<file path="src/rtl/panel_timing_pkg.sv">
// Shared types and helpers for the HUB75 scan/PWM timing generator.
// Holds the phase state encoding, the modulation mode constants and the display-length rule.
package panel_timing_pkg;

    typedef enum logic [2:0] {
        ST_IDLE    = 3'd0,
        ST_SHIFT   = 3'd1,
        ST_BLANK   = 3'd2,
        ST_LATCH   = 3'd3,
        ST_DISPLAY = 3'd4
    } state_e;

    localparam logic MODE_LINEAR = 1'b0;
    localparam logic MODE_BCM    = 1'b1;

    // BCM weights each bit-plane by 2^sub; linear subframes all share the base time.
    function automatic logic [31:0] display_len(input logic mode,
                                                input logic [31:0] sub,
                                                input logic [31:0] base);
        if (mode == MODE_BCM) begin
            return base << sub;
        end else begin
            return base;
        end
    endfunction

endpackage

</file>
<file path="src/rtl/panel_phase_timer.sv">
// Loadable down-counter with a done flag; one instance times every fixed-length scan phase.
// done is high while the count sits at zero, i.e. in the last cycle of a phase.
module panel_phase_timer #(
    parameter int W = 8
) (
    input  logic         clk_in,
    input  logic         reset,
    input  logic         load,
    input  logic [W-1:0] load_val,
    output logic         done
);

    logic [W-1:0] cnt_q;
    logic [W-1:0] cnt_d;

    // Next count: load wins, otherwise count down and park at zero.
    always_comb begin
        cnt_d = cnt_q;
        if (load) begin
            cnt_d = load_val;
        end else if (cnt_q != '0) begin
            cnt_d = cnt_q - W'(1);
        end else begin
            cnt_d = cnt_q;
        end
    end

    // Count register.
    always_ff @(posedge clk_in or posedge reset) begin
        if (reset) begin
            cnt_q <= '0;
        end else begin
            cnt_q <= cnt_d;
        end
    end

    assign done = (cnt_q == '0);

endmodule

</file>
<file path="src/rtl/panel_scan_timing.sv">
// HUB75 scan and PWM/BCM timing generator: SHIFT -> BLANK -> LATCH -> DISPLAY per scanline.
// All panel-facing outputs are registered and change together with the phase state.
import panel_timing_pkg::*;

module panel_scan_timing #(
    parameter int COL_BITS     = 6,
    parameter int LINE_BITS    = 3,
    parameter int PWM_WIDTH    = 12,
    parameter int BCM_MODE     = 0,
    parameter int BLANK_CYCLES = 2,
    parameter int DISPLAY_BASE = 4
) (
    input  logic                 clk_in,
    input  logic                 reset,
    input  logic                 enable,
    output logic [LINE_BITS-1:0] line,
    output logic [COL_BITS-1:0]  col,
    output logic [PWM_WIDTH-1:0] sub,
    output logic                 shift_en,
    output logic                 lat,
    output logic                 oe_n,
    output logic [LINE_BITS-1:0] addr,
    output logic                 frame_clk,
    output logic                 busy
);

    localparam int DISP_W = PWM_WIDTH + $clog2(DISPLAY_BASE + 1);
    localparam int TW0    = (DISP_W > COL_BITS + 1) ? DISP_W : COL_BITS + 1;
    localparam int TW     = (TW0 > $clog2(BLANK_CYCLES + 1)) ? TW0 : $clog2(BLANK_CYCLES + 1);
    localparam logic            MODE       = (BCM_MODE != 0) ? MODE_BCM : MODE_LINEAR;
    localparam logic [TW-1:0]   SHIFT_LOAD = TW'((1 << COL_BITS) - 1);
    localparam logic [TW-1:0]   BLANK_LOAD = TW'(BLANK_CYCLES - 1);
    localparam logic [LINE_BITS-1:0] LINE_MAX = {LINE_BITS{1'b1}};
    localparam logic [PWM_WIDTH-1:0] SUB_LAST =
        (BCM_MODE != 0) ? PWM_WIDTH'(PWM_WIDTH - 1) : {PWM_WIDTH{1'b1}};

    state_e                 state_q, state_d;
    logic [COL_BITS-1:0]    col_q, col_d;
    logic [LINE_BITS-1:0]   line_q, line_d;
    logic [PWM_WIDTH-1:0]   sub_q, sub_d;
    logic [LINE_BITS-1:0]   addr_q, addr_d;
    logic                   shift_en_q, shift_en_d;
    logic                   lat_q, lat_d;
    logic                   oe_n_q, oe_n_d;
    logic                   frame_clk_q, frame_clk_d;
    logic                   busy_q, busy_d;
    logic                   stop_q, stop_d;
    logic                   tmr_load_s;
    logic [TW-1:0]          tmr_val_s;
    logic                   tmr_done_s;
    logic [TW-1:0]          disp_load_s;

    assign disp_load_s = TW'(display_len(MODE, 32'(sub_q), 32'(DISPLAY_BASE)) - 32'd1);

    panel_phase_timer #(.W(TW)) u_timer (
        .clk_in   (clk_in),
        .reset    (reset),
        .load     (tmr_load_s),
        .load_val (tmr_val_s),
        .done     (tmr_done_s)
    );

    // Phase sequencing and next values of every registered output.
    always_comb begin
        state_d     = state_q;
        col_d       = col_q;
        line_d      = line_q;
        sub_d       = sub_q;
        addr_d      = addr_q;
        stop_d      = stop_q;
        shift_en_d  = 1'b0;
        lat_d       = 1'b0;
        oe_n_d      = 1'b1;
        frame_clk_d = 1'b0;
        busy_d      = 1'b1;
        tmr_load_s  = 1'b0;
        tmr_val_s   = '0;

        // A stop request is sticky until the current line has been displayed.
        if (state_q != ST_IDLE && !enable) begin
            stop_d = 1'b1;
        end else begin
            stop_d = stop_q;
        end

        case (state_q)
            ST_IDLE: begin
                busy_d = 1'b0;
                stop_d = 1'b0;
                if (enable) begin
                    state_d     = ST_SHIFT;
                    col_d       = '0;
                    line_d      = '0;
                    sub_d       = '0;
                    shift_en_d  = 1'b1;
                    frame_clk_d = 1'b1;
                    busy_d      = 1'b1;
                    tmr_load_s  = 1'b1;
                    tmr_val_s   = SHIFT_LOAD;
                end else begin
                    state_d = ST_IDLE;
                end
            end
            ST_SHIFT: begin
                if (tmr_done_s) begin
                    state_d    = ST_BLANK;
                    col_d      = '0;
                    tmr_load_s = 1'b1;
                    tmr_val_s  = BLANK_LOAD;
                end else begin
                    col_d      = col_q + COL_BITS'(1);
                    shift_en_d = 1'b1;
                    oe_n_d     = oe_n_q;
                end
            end
            ST_BLANK: begin
                if (tmr_done_s) begin
                    state_d = ST_LATCH;
                    lat_d   = 1'b1;
                end else begin
                    state_d = ST_BLANK;
                end
            end
            ST_LATCH: begin
                state_d    = ST_DISPLAY;
                addr_d     = line_q;
                oe_n_d     = 1'b0;
                tmr_load_s = 1'b1;
                tmr_val_s  = disp_load_s;
            end
            ST_DISPLAY: begin
                if (!tmr_done_s) begin
                    oe_n_d = 1'b0;
                end else if (stop_q || !enable) begin
                    state_d = ST_IDLE;
                    col_d   = '0;
                    line_d  = '0;
                    sub_d   = '0;
                    busy_d  = 1'b0;
                end else begin
                    // Keep the just-displayed line lit while the next one shifts in.
                    state_d    = ST_SHIFT;
                    col_d      = '0;
                    shift_en_d = 1'b1;
                    oe_n_d     = 1'b0;
                    tmr_load_s = 1'b1;
                    tmr_val_s  = SHIFT_LOAD;
                    if (line_q == LINE_MAX) begin
                        line_d = '0;
                        if (sub_q == SUB_LAST) begin
                            sub_d       = '0;
                            frame_clk_d = 1'b1;
                        end else begin
                            sub_d = sub_q + PWM_WIDTH'(1);
                        end
                    end else begin
                        line_d = line_q + LINE_BITS'(1);
                    end
                end
            end
            default: begin
                state_d = ST_IDLE;
                busy_d  = 1'b0;
            end
        endcase
    end

    // State and output registers.
    always_ff @(posedge clk_in or posedge reset) begin
        if (reset) begin
            state_q     <= ST_IDLE;
            col_q       <= '0;
            line_q      <= '0;
            sub_q       <= '0;
            addr_q      <= '0;
            shift_en_q  <= 1'b0;
            lat_q       <= 1'b0;
            oe_n_q      <= 1'b1;
            frame_clk_q <= 1'b0;
            busy_q      <= 1'b0;
            stop_q      <= 1'b0;
        end else begin
            state_q     <= state_d;
            col_q       <= col_d;
            line_q      <= line_d;
            sub_q       <= sub_d;
            addr_q      <= addr_d;
            shift_en_q  <= shift_en_d;
            lat_q       <= lat_d;
            oe_n_q      <= oe_n_d;
            frame_clk_q <= frame_clk_d;
            busy_q      <= busy_d;
            stop_q      <= stop_d;
        end
    end

    assign line      = line_q;
    assign col       = col_q;
    assign sub       = sub_q;
    assign shift_en  = shift_en_q;
    assign lat       = lat_q;
    assign oe_n      = oe_n_q;
    assign addr      = addr_q;
    assign frame_clk = frame_clk_q;
    assign busy      = busy_q;

endmodule

</file>
<file path="config.mk">
export PLATFORM = sky130hd
export DESIGN_NAME = panel_scan_timing
export DESIGN_NICKNAME = d
export VERILOG_FILES = /design/src/rtl/panel_timing_pkg.sv /design/src/rtl/panel_phase_timer.sv /design/src/rtl/panel_scan_timing.sv
export SDC_FILE = /design/constraint.sdc
export NUM_CORES = 1
export LEC_CHECK = 0
export CAP_MARGIN = 0
export CORE_AREA = 2 2 70 72
export DETAILED_ROUTE_END_ITERATION = 8
export DIE_AREA = 0 0 72 74
export PLACE_DENSITY = 0.82
export SLEW_MARGIN = 25
export SYNTH_ARGS = -nofsm -noshare
export SYNTH_HDL_FRONTEND = slang
export SYNTH_SLANG_ARGS = --single-unit
</file>
<file path="constraint.sdc">
create_clock -name clk_in -period 3.33 [get_ports clk_in]
set_input_delay 0.4995 -clock clk_in [delete_from_list [all_inputs] [get_ports clk_in]]
set_output_delay 0.4995 -clock clk_in [all_outputs]
set_load 0.005 [all_outputs]
</file>
# Yosys cells after proc, flatten, opt, wreduce, memory -nomap -nowiden
# Index checks and enable logic that the tools add are counted.
word_totals:
  inputBits: 3
  ff_bits: 48
  wordCells: 91
  output_inout_bits: 29
op_classes:
  eq_ne: 10
  mux: 49
  n_reduce_logical: 16
  addsub: 4
ops:
  columns: ["cell", "n"]
  rows:
  - ["2-to-1 mux 12 bit", 5]
  - ["2-to-1 mux 6 bit", 6]
  - ["2-to-1 mux 15 bit", 2]
  - ["one-hot mux 12 bit (2 select lines)", 1]
  - ["one-hot mux 6 bit (4 select lines)", 1]
  - ["2-to-1 mux 1 bit", 20]
  - ["2-to-1 mux 3 bit", 6]
  - ["one-hot mux 6 bit (3 select lines)", 1]
  - ["logical NOT 15 bit", 1]
  - ["one-hot mux 3 bit (5 select lines)", 1]
  - ["nonzero test 15 bit", 1]
  - ["subtractor 15 x 1 -> 15 bit (second input constant)", 1]
  - ["adder 12 x 1 -> 12 bit (second input constant)", 1]
  - ["== test 12 bit (second input constant)", 1]
  - ["one-hot mux 1 bit (3 select lines)", 3]
  - ["adder 6 x 1 -> 6 bit (second input constant)", 1]
  - ["== test 3 x 2 -> 1 bit (second input constant)", 2]
  - ["== test 3 bit (second input constant)", 2]
  - ["inequality test 2 bit (second input constant)", 3]
  - ["one-hot mux 3 bit (2 select lines)", 1]
  - ["AND reduction 3 bit", 2]
  - ["nonzero test 2 bit", 3]
  - ["nonzero test 3 bit", 2]
  - ["one-hot mux 1 bit (4 select lines)", 1]
  - ["11 further kinds", 11]

# Logic depth before layout (Yosys ltp)
# Gate-level depths: netlist (run 1).
logic_depth:
  ltp_word: 6
  depth_mapped: 9

# Hierarchy
# From an unflattened synthesis (run 1), not the netlist that was laid out.
hier_totals:
  hier_cells: 265
  area_unflattened_um2: 2522.4
modules_own_cells:
  columns: ["mod", "cells_each", "n_inst", "area_each_um2"]
  rows:
  - ["panel_scan_timing", 177, 1, 1650.3]
  - ["panel_phase_timer", 88, 1, 872.1]

# Worst setup path after synthesis (run 1)
# Ideal clock, no wire load.
synth_timing:
  path_type: "register to register"
  from: "register u_timer.cnt_q[0]"
  to: "register col_q[2], in the netlist col[2]"
  t_arrival_ns: 1.890
  stages_incl_launch_ff: 9
  setup_ns: 0.126
  slack_ns: 1.314
  n_path_buf: 1
  cell_sequence: "dfrtp_1 > inv_1 > ha_1 > nor4b_2 > and4_4 > buf_8 > nand2b_4 > a21o_1 > a221o_1"
synth_via:
  elab_chain_cells: 3
synth_rtl:
  columns: ["element", "line_no", "text"]
  rows:
  - ["start: declaration", "panel_phase_timer.sv:13", "logic [W-1:0] cnt_q;"]
  - ["start signal: assignment", "panel_phase_timer.sv:33", "cnt_q <= cnt_d;"]
  - ["logical NOT 15 bit *", "panel_phase_timer.sv:37", "assign done = (cnt_q == '0);"]
  - ["2-to-1 mux 6 bit / inequality test 2 bit (equally long branches)", null, null]
  - ["one-hot mux 6 bit (3 select lines) / AND reduction 3 bit (equally long branches)", null, null]
  - ["end signal: assignment", "panel_scan_timing.sv:184", "col_q <= col_d;"]
  - ["end: declaration", "panel_scan_timing.sv:38", "logic [COL_BITS-1:0] col_q, col_d;"]
# Every way passes the cells marked *; elsewhere a longest branch is shown, timed or not.
# A chain may end at the register's enable or synchronous reset.

# Final worst setup path (run 1)
layout_timing:
  from: "register u_timer.cnt_q[0]"
  to: "register sub_q[10], in the netlist sub[10]"
layout_via:
  elab_chain_cells: 3
layout_rtl:
  columns: ["element", "line_no", "text"]
  rows:
  - ["logical NOT 15 bit", "panel_phase_timer.sv:37", null]
  - ["inequality test 2 bit (no line)", null, null]
  - ["AND reduction 4 bit (no line)", null, null]
  - ["end signal: assignment", "panel_scan_timing.sv:186", "sub_q <= sub_d;"]
  - ["end: declaration", "panel_scan_timing.sv:40", "logic [PWM_WIDTH-1:0] sub_q, sub_d;"]
# Every way passes these cells.

==> results.md, run 1 <==
Clock tree:
- The cell at the root of the clock tree is clkbuf_8.
- Post-CTS timing repair inserted 0 buffers for setup.
- The TritonCTS sink count is 48.
- Clock-pin slew was measured on the worst setup and hold paths at 0.09 ns.
- The longest clock path from root to sink contains 2 buffers.
- Counting the buffers created by CTS gives 5.
- The count of hold-fix buffers inserted at cts is 0.
- The H-tree was split into 2 levels.
- The clock latency on the worst-skew pair is 0.30 ns.
- The post-CTS resize count is 0.
- TritonCTS built the clock tree.

Logic synthesis:
- Of all cell types, the one taking the most synthesized area is dfrtp_1.
- Ranked by total cell area, the synthesized netlist is headed by dfrtp_1 (45%), o21ai_0 (4.6%), nand2_1 (4.0%).
- Synthesis produced 279 cells.
- Sequential elements use 45.8% of the synthesized area.
- In the synthesized netlist the dominant register cell turns out to be dfrtp_1.
- Yosys mapped the design onto 56 distinct sky130hd cell types.
- In this run the mean area of a mapped cell was 9.40 um^2.
- The total of flip-flops plus latches after synthesis is 48.
- The most common cell in the synthesized netlist is dfrtp_1.
- The total number of yosys warnings is 0.
- The post-synthesis net count is 287.
- In the synthesized netlist, the cells that appear most often are dfrtp_1 (47), nand2_1 (28), nor2_1 (26).
- The async set-reset flop share out of synthesis is 100%.
- The mapped netlist covers 2620 um^2.
- In this run the biggest area consumer among cell types represents 44.8% of the synthesized area.
- Yosys mapped a number of flops with a built-in enable equal to 0.

Routing:
- Wires add up to 5.43 mm.
- The first TritonRoute pass finished after 5 iterations.
- Detailed routing placed a total of 2.72 mm of wire on met2.
- After detailed routing, the number of vias per cell comes to 6.00.
- Across all layers, the routed design uses 2,171 vias.
- In this run the top signal layer used is met4.
- After detailed routing, the average wire length per cell comes to 15.0 um.
- The routed design uses 197 um of met3 wire.
- The count of nets left with antenna violations once routing finished came out at 0.
- The number of DRC violations after detailed-routing iteration 0 is 157.
- The detailed router put a total of 2.46 mm of wire on met1.
- In the routed design, unresolved DRC markers number 0.

Timing:
- The minimum clock period after layout is 2.40 ns.
- Clock skew on the completed layout was measured at 0.00758 ns.
- Setup total negative slack on the finished layout was measured at 0 ns.
- The number of hold violations in the final report is 0.
- For the pin with the worst max-slew slack, the measured transition is 0.807 ns.
- The number of setup violations in the final report is 0.
- The number of pins with negative max-slew slack in the final report came to 0.
- The final critical path takes up 72.1% of the cycle.
- Derived from the worst setup path, the maximum achievable clock frequency is 417 MHz.
- The worst pin sits at a relative slew slack of 46.2%.
- Setup repair after global routing left no endpoint under its margin.

Critical path:
- The register-to-register path setup slack is 0.93 ns.
- STA puts the critical path data arrival time at 2.65 ns.
- At the worst endpoint, the required time is 3.57 ns.
- STA classifies the critical path startpoint as a flip-flop.
- The critical path ends at sub[10]$_DFFE_PP0P_.
- The top fanout value on the critical path is 21.
- The worst register-to-register path has a depth of 7.
- The terminus of the critical flop-to-flop path is sub[10]$_DFFE_PP0P_.
- The critical register-to-register path startpoint is u_timer.cnt_q[0]$_DFFE_PP0P_.
- The capturing element type of the critical path is a flip-flop.
- The most critical setup path has its startpoint at u_timer.cnt_q[0]$_DFFE_PP0P_.
- The critical path is of the reg -> reg type.

Global routing:
- Summed over all layers, the global routing overflow is 0.
- The first global-routing pass estimated 9.02 mm of wire.
- The via count of the first global-routing pass is 2,003.
- The all-layer global routing usage is 21.7%.
- The number of antenna violations at the first check in global routing is 0.
- The maximum number of pins on one net before global-route repair is 49.

Pwr:
- Across the VDD grid, the largest voltage drop is 0.000231 V.
- Dividing total power by cell area gives a power density of 311 nW/um^2.
- The design draws 941 uW.
- The analysis attributes to cell leakage a power of 1.27 nW.

Cells and area:
- Across the whole layout, storage elements account for 1200 um^2.
- The multi-input combinational cells in the finished layout cover a total of 1330 um^2.
- Compared with the post-synthesis result, the final layout area differs by 15.6%.
- The share of post-route cells with drive strength above 1 is 8.12%.
- Fill cells in the final layout number 383.
- After the last flow step, the layout net total stands at 315.
- After the flow finishes, the layout carries non-filler instances totaling 362.
- The antenna diode instance count is 0.

Min path:
- The class of the tightest hold or removal check is reg -> reg.

Floorplan:
- The floorplan die width is 72 um.
- For this configuration, the core starts out at a cell density of 57.0%.
- The core region is 4600 um^2.
- The die covers 5330 um^2.
- Row generation in the floorplan step produced 25 rows.
- The I/O pin total is 32.
- The height of the die is 74 um.

Placement:
- After legalization and detailed placement, the total HPWL measured 3.71 mm.
- The last weighted congestion value of the routability-driven placer is 0.823.
- Buffers placed on the I/O ports in this run total 31.
- Counting tap cells, the placed design contains a total of 354 instances.

Job:
- The number of max-capacitance violations reported is 0.

Status:
- The flow ran to the end, and the final reports show no timing, DRC or antenna violations.
==> critical path, cell delays in order, from the launching register on <==
cell and delay, ns:
dfrtp_1 0.42, inv_1 0.10, ha_1 0.26, nor4b_2 0.28, and4_4 0.44, o211ai_4 0.21
or4_1 0.55, nand2_1 0.08
==> state kept, by name, indices dropped and copies added (netlist names) <==
name	flops
u_timer.cnt_q	15
sub	12
col	6
addr	3
line	3
state_q	3
busy	1
frame_clk	1
lat	1
oe_n	1
shift_en	1
stop_q	1
==> final cells by class <==
cell class	count	share of cell area (%)
clock inverters	1	0.165
clock buffers	7	2.52
flip-flops and latches	48	39.7
well taps	54	2.23
repair buffers	31	10.2
multi-input cells	212	44.0
inverters	9	1.16
==> where the power goes <==
part / switching (mW) / total (mW) / internal (mW) / leakage [nW]
Clock: 0.188 / 0.335 / 0.148 / 0.0422
Sequential: 0.00149 / 0.585 / 0.584 / 0.613
Combinational: 0.0148 / 0.0208 / 0.00596 / 0.618
Total: 0.204 / 0.941 / 0.737 / 1.27
==> cells by family after synthesis <==
| logic type | synth area share (%) |
|---|---|
| mux | 1.67 |
| fa+ha+maj | 2.39 |
| flops | 45.8 |
| simple gates | 27.4 |
| xor+xnor | 3.01 |
| buf+inv | 3.29 |
| compound gates | 16.4 |
==> metal layers <==
metal,vias to the layer above,GRT usage [%]
met4,0,7.76
met3,4,4.47
met2,45,36.5
met5,-,0
li1,1064,-
met1,1058,28.2
==> worst min-delay path by stage <==
stage	startpoint	endpoint	slack [ns]	cells past startpoint
2_1_floorplan	sub[11]$_DFFE_PP0P_	sub[11]$_DFFE_PP0P_	0.49	1
3_3_place_gp	addr[1]$_DFFE_PP0P_	addr[1]$_DFFE_PP0P_	0.49	1
3_5_place_dp	addr[1]$_DFFE_PP0P_	addr[1]$_DFFE_PP0P_	0.50	1
4_1_cts	sub[11]$_DFFE_PP0P_	sub[11]$_DFFE_PP0P_	0.51	1
5_1_grt	addr[1]$_DFFE_PP0P_	addr[1]$_DFFE_PP0P_	0.53	1
6_report	sub[11]$_DFFE_PP0P_	sub[11]$_DFFE_PP0P_	0.50	1
==> through the flow <==
stage	instance area (um^2)	hold WS, ns	setup slack, ns	utilization (%)
detailed placement	2950	0.495	0.747	64.1
floorplan	2620	0.489	1.31	-
global route	3030	0.531	0.780	65.9
global placement	2950	0.487	0.808	64.1
CTS	3030	0.512	0.932	65.9
finish	3030	0.501	0.929	65.9
==> cell usage in the layout, fill, tap and decap left out, types with 2 or more instances in the layout <==
master and instances:
nor3_1 12, a31oi_1 5, nand2b_1 7, and3_1 3, nand3_1 17, xor2_1 2, or3_1 6, xnor2_1 7
o41ai_1 3, clkinv_2 2, clkdlybuf4s50_1 31, a21o_1 2, inv_1 8, mux2_2 3, o21ai_0 24, a211o_1 3
o31ai_1 7, nor3b_1 2, a21oi_1 8, and2_1 3, nor2b_1 5, nor2_1 26, clkbuf_8 5, nand2b_4 2
clkbuf_1 2, nand2_1 28, nand4_1 2, or4_1 3, or2_2 3, dfrtp_1 47, ha_1 5
Note: power is estimated with default switching activity, not from simulation.
==> inputs of run 2 (changes only) <==
--- a/config.mk
+++ b/config.mk
@@ -6,10 +6,10 @@
 export NUM_CORES = 1
 export LEC_CHECK = 0
 export CAP_MARGIN = 0
-export CORE_AREA = 2 2 70 72
+export CORE_AREA = 2 2 76 78
 export DETAILED_ROUTE_END_ITERATION = 8
-export DIE_AREA = 0 0 72 74
-export PLACE_DENSITY = 0.82
+export DIE_AREA = 0 0 78 80
+export PLACE_DENSITY = 0.74
 export SLEW_MARGIN = 25
 export SYNTH_ARGS = -nofsm -noshare
 export SYNTH_HDL_FRONTEND = slang
==> constraint.sdc (replaced) <==
create_clock -name clk_in -period 2 [get_ports clk_in]
set_input_delay 0.3 -clock clk_in [delete_from_list [all_inputs] [get_ports clk_in]]
set_output_delay 0.3 -clock clk_in [all_outputs]
set_load 0.005 [all_outputs]
==> results.md, run 2 (synthesized netlist as in run 1, its figures left out) <==
Pwr:
- The leakage power figure is 1.50 nW (+18%).
- The overall power came to 1.58 mW (+68%).
- The cell area power density is 457 nW/um^2 (+47%).
- The maximum vdd ir drop is 0.000261 V (+13%).

Critical path:
- Traced cell by cell, the critical path runs through inv_2, ha_4, nor4b_4, and4_4, buf_12, nand2b_4, a21o_1, a221o_1.
- The arrival time reported for the critical path endpoint is 2.15 ns (-0.50 ns).
- The type of the worst setup path is reg -> reg.
- The worst setup path is captured at a flip-flop.
- In this run the worst setup path begins at u_timer.cnt_q[0]$_DFFE_PP0P_.
- The number of cells on the worst reg-to-reg path is 8 (+1).
- The maximum cell stage delay along the critical path is 0.41 ns (-0.14 ns).
- The launching element type of the critical path is a flip-flop.
- The worst setup path endpoint is col[2]$_DFFE_PP0P_.
- The top fanout value on the critical path is 5 (-76%).
- The startpoint identified for the worst register-to-register timing path is u_timer.cnt_q[0]$_DFFE_PP0P_.
- The required time at the endpoint of the critical path is 2.19 ns (-1.38 ns).
- The gate family responsible for the most delay along the worst path is simple AND/OR/NAND/NOR gates.
- In this run the critical register-to-register path is captured at col[2]$_DFFE_PP0P_.
- The register-to-register path setup slack came to 0.04 ns (-0.89 ns).
- The total buffers and inverters traversed by the critical path is 2 (+1).
- The number of cells on the critical path is 8 (+1).
- The slowest stage of the critical path is the dfrtp_1 cell.

Floorplan:
- The area of the die is 6240 um^2 (+17%).
- The initial standard-cell utilization of the core is 48.5% (-8.5 points).
- The floorplan die width was 78 um (+8.3%).
- The height of the die was 80 um (+8.1%).
- The area inside the core boundary is 5410 um^2 (+18%).
- The number of cell rows came to 27 (+8.0%).
- The I/O pin total came to 32 (unchanged).

Placement:
- The post-DP HPWL came to 4.27 mm (+15%).
- The number of port buffers is 31 (unchanged).
- The last weighted congestion value of the routability-driven placer was 0.877 (+6.6%).
- The total instance count after detailed placement is 407 (+15%).

Timing:
- The fmax was 510 MHz (+22%).
- The part of the cycle the worst path needs is 98.1% (+26 points).
- The number of hold violations in the final report came to 0 (unchanged).
- The number of setup violations in the final report came to 0 (unchanged).
- The transition time at the pin with the least slew margin is 0.517 ns (-0.290 ns).
- The worst slew margin relative to its limit is 64.6% (+18 points).
- The minimum clock period after layout is 1.96 ns (-0.440 ns).
- The final clock skew came to 0.00973 ns (+0.00215 ns).
- The number of pins with negative max-slew slack in the final report is 0 (unchanged).

Global routing:
- The number of antenna violations at the first check in global routing is 0 (unchanged).
- The all-layer global routing usage is 20.7% (-1.0 points).
- The via count of the first global-routing pass is 2,312 (+15%).
- The total overflow reported by the global router is 0 (unchanged).
- The global-route wire length before repair came to 10.4 mm (+15%).
- The maximum number of pins on one net before global-route repair is 31 (-37%).

Routing:
- The number of iterations in the first detailed-routing pass was 4 (-1).
- The average vias per placed instance is 5.60 (-6.7%).
- The final antenna-violating net count is 0 (unchanged).
- The remaining routing DRC violations was 0 (unchanged).
- The routed wirelength normalized by instance count is 14.1 um (-6.1%).
- The wire length after detailed routing is 5.97 mm (+10%).
- The number of DRC violations after detailed-routing iteration 0 is 144 (-8.3%).
- The total via count in the routed design is 2,373 (+9.3%).

Clock tree:
- The number of buffers added by the clock tree synthesis step is 5 (unchanged).
- The clock transition time at the flip-flop clock pins of the worst setup and hold paths is 0.09 ns (about the same).
- The CTS tree is built.
- The count of hold-fix buffers inserted at cts came to 0 (unchanged).
- The cell at the root of the clock tree is clkbuf_8.
- The TritonCTS sink count is 48 (unchanged).
- The clock latency on the worst-skew pair is 0.30 ns (about the same).
- The number of levels the H-tree was split into was 2 (unchanged).
- The maximum count of clock buffers along a single path was 2 (unchanged).

Cells and area:
- The non-filler instance count after layout is 424 (+17%).
- The register with the most flip-flops in the final layout is u_timer.cnt_q.
- The library cell used most frequently in the layout, excluding fill and tap cells, is dfrtp_1.
- Leaving out fill and tap cells, the most frequent cells in the layout are dfrtp_1 (46), buf_4 (41), clkdlybuf4s50_1 (31), nand2_1 (27), nor2_1 (26).
- The layout filler cell count is 437 (+14%).
- The share of post-route cells with drive strength above 1 is 21.9% (+14 points).
- The area growth from synthesis to final layout is 31.6%.
- The number of flip-flops under the largest register name was 15 (unchanged).
- The antenna diode instance count came to 0 (unchanged).
- The final-stage net count is 359 (+14%).

Min path:
- The min-delay analysis places its worst path in the category in -> async.

Status:
- The run finished with clean final reports.

Job:
- The number of max-capacitance violations reported came to 0 (unchanged).
## run 2: where the power goes
group / total [mW] / switching [mW] / leakage, nW / internal [mW]
clock: 0.561 / 0.315 / 0.0422 / 0.246
sequential: 0.974 / 0.00250 / 0.612 / 0.972
combinational: 0.0436 / 0.0270 / 0.843 / 0.0166
## run 2: worst min-delay path by stage
stage | start | to | slack, ns | cells past startpoint
2_1_floorplan | enable | busy$_DFF_PP0_ | 0.47 | 2
3_3_place_gp | addr[1]$_DFFE_PP0P_ | addr[1]$_DFFE_PP0P_ | 0.49 | 1
3_5_place_dp | addr[1]$_DFFE_PP0P_ | addr[1]$_DFFE_PP0P_ | 0.49 | 1
4_1_cts | reset | sub[1]$_DFFE_PP0P_ | 0.31 | 2
5_1_grt | reset | sub[1]$_DFFE_PP0P_ | 0.32 | 2
6_report | reset | sub[3]$_DFFE_PP0P_ | 0.30 | 2
## run 2: metal layers
metal	part of all wire, %	vias to the layer above	global-route usage, %
met3	3.8	4	2.71
met1	47	1146	27.1
met2	49	65	35.2
met4	1.1	0	7.37
li1	-	1158	-
met5	0	-	0
## run 2: through the flow
| step | setup WS [ns] | setup TNS, ns | hold WS [ns] | utilization, % | area (um^2) |
|---|---|---|---|---|---|
| after detailed placement | -0.0312 | -0.0314 | 0.491 | 60.3 | 3260 |
| final | 0.0386 | 0 | 0.296 | 63.9 | 3450 |
| after CTS | 0.0329 | 0 | 0.305 | 62.2 | 3360 |
| after floorplan | 0.0210 | 0 | 0.475 | - | 2630 |
| after global routing | -0.0476 | -0.181 | 0.323 | 63.9 | 3450 |
| after global placement | 0.00965 | 0 | 0.489 | 60.3 | 3260 |
## run 2: area by class of cell
cell class / count / area, um^2 / area share, %
timing repair buffer: 74 / 658 / 19.1
sequential: 48 / 1200 / 34.9
clock inverter: 1 / 5.00 / 0.145
inverter: 9 / 33.8 / 0.979
multi-input combinational: 213 / 1390 / 40.1
clock buffer: 7 / 76.3 / 2.21
tap: 72 / 90.1 / 2.61
## run 2: worst register-to-register path, delay by kind of cell (launching register included)
family	cells	cell delay, ns
compound gates	2	0.52
fa+ha+maj	1	0.14
buf+inv	2	0.21
flops	1	0.41
simple gates	3	0.58
## run 2: repair_timing
item / 4_1_cts / 5_1_grt
resized for setup: 0 / 9
endpoints found under the hold margin: 0 / 0
gates cloned: 1 / 0
pin swaps: 1 / 3
setup endpoints to repair: 2 / 23
setup buffers: 2 / 6
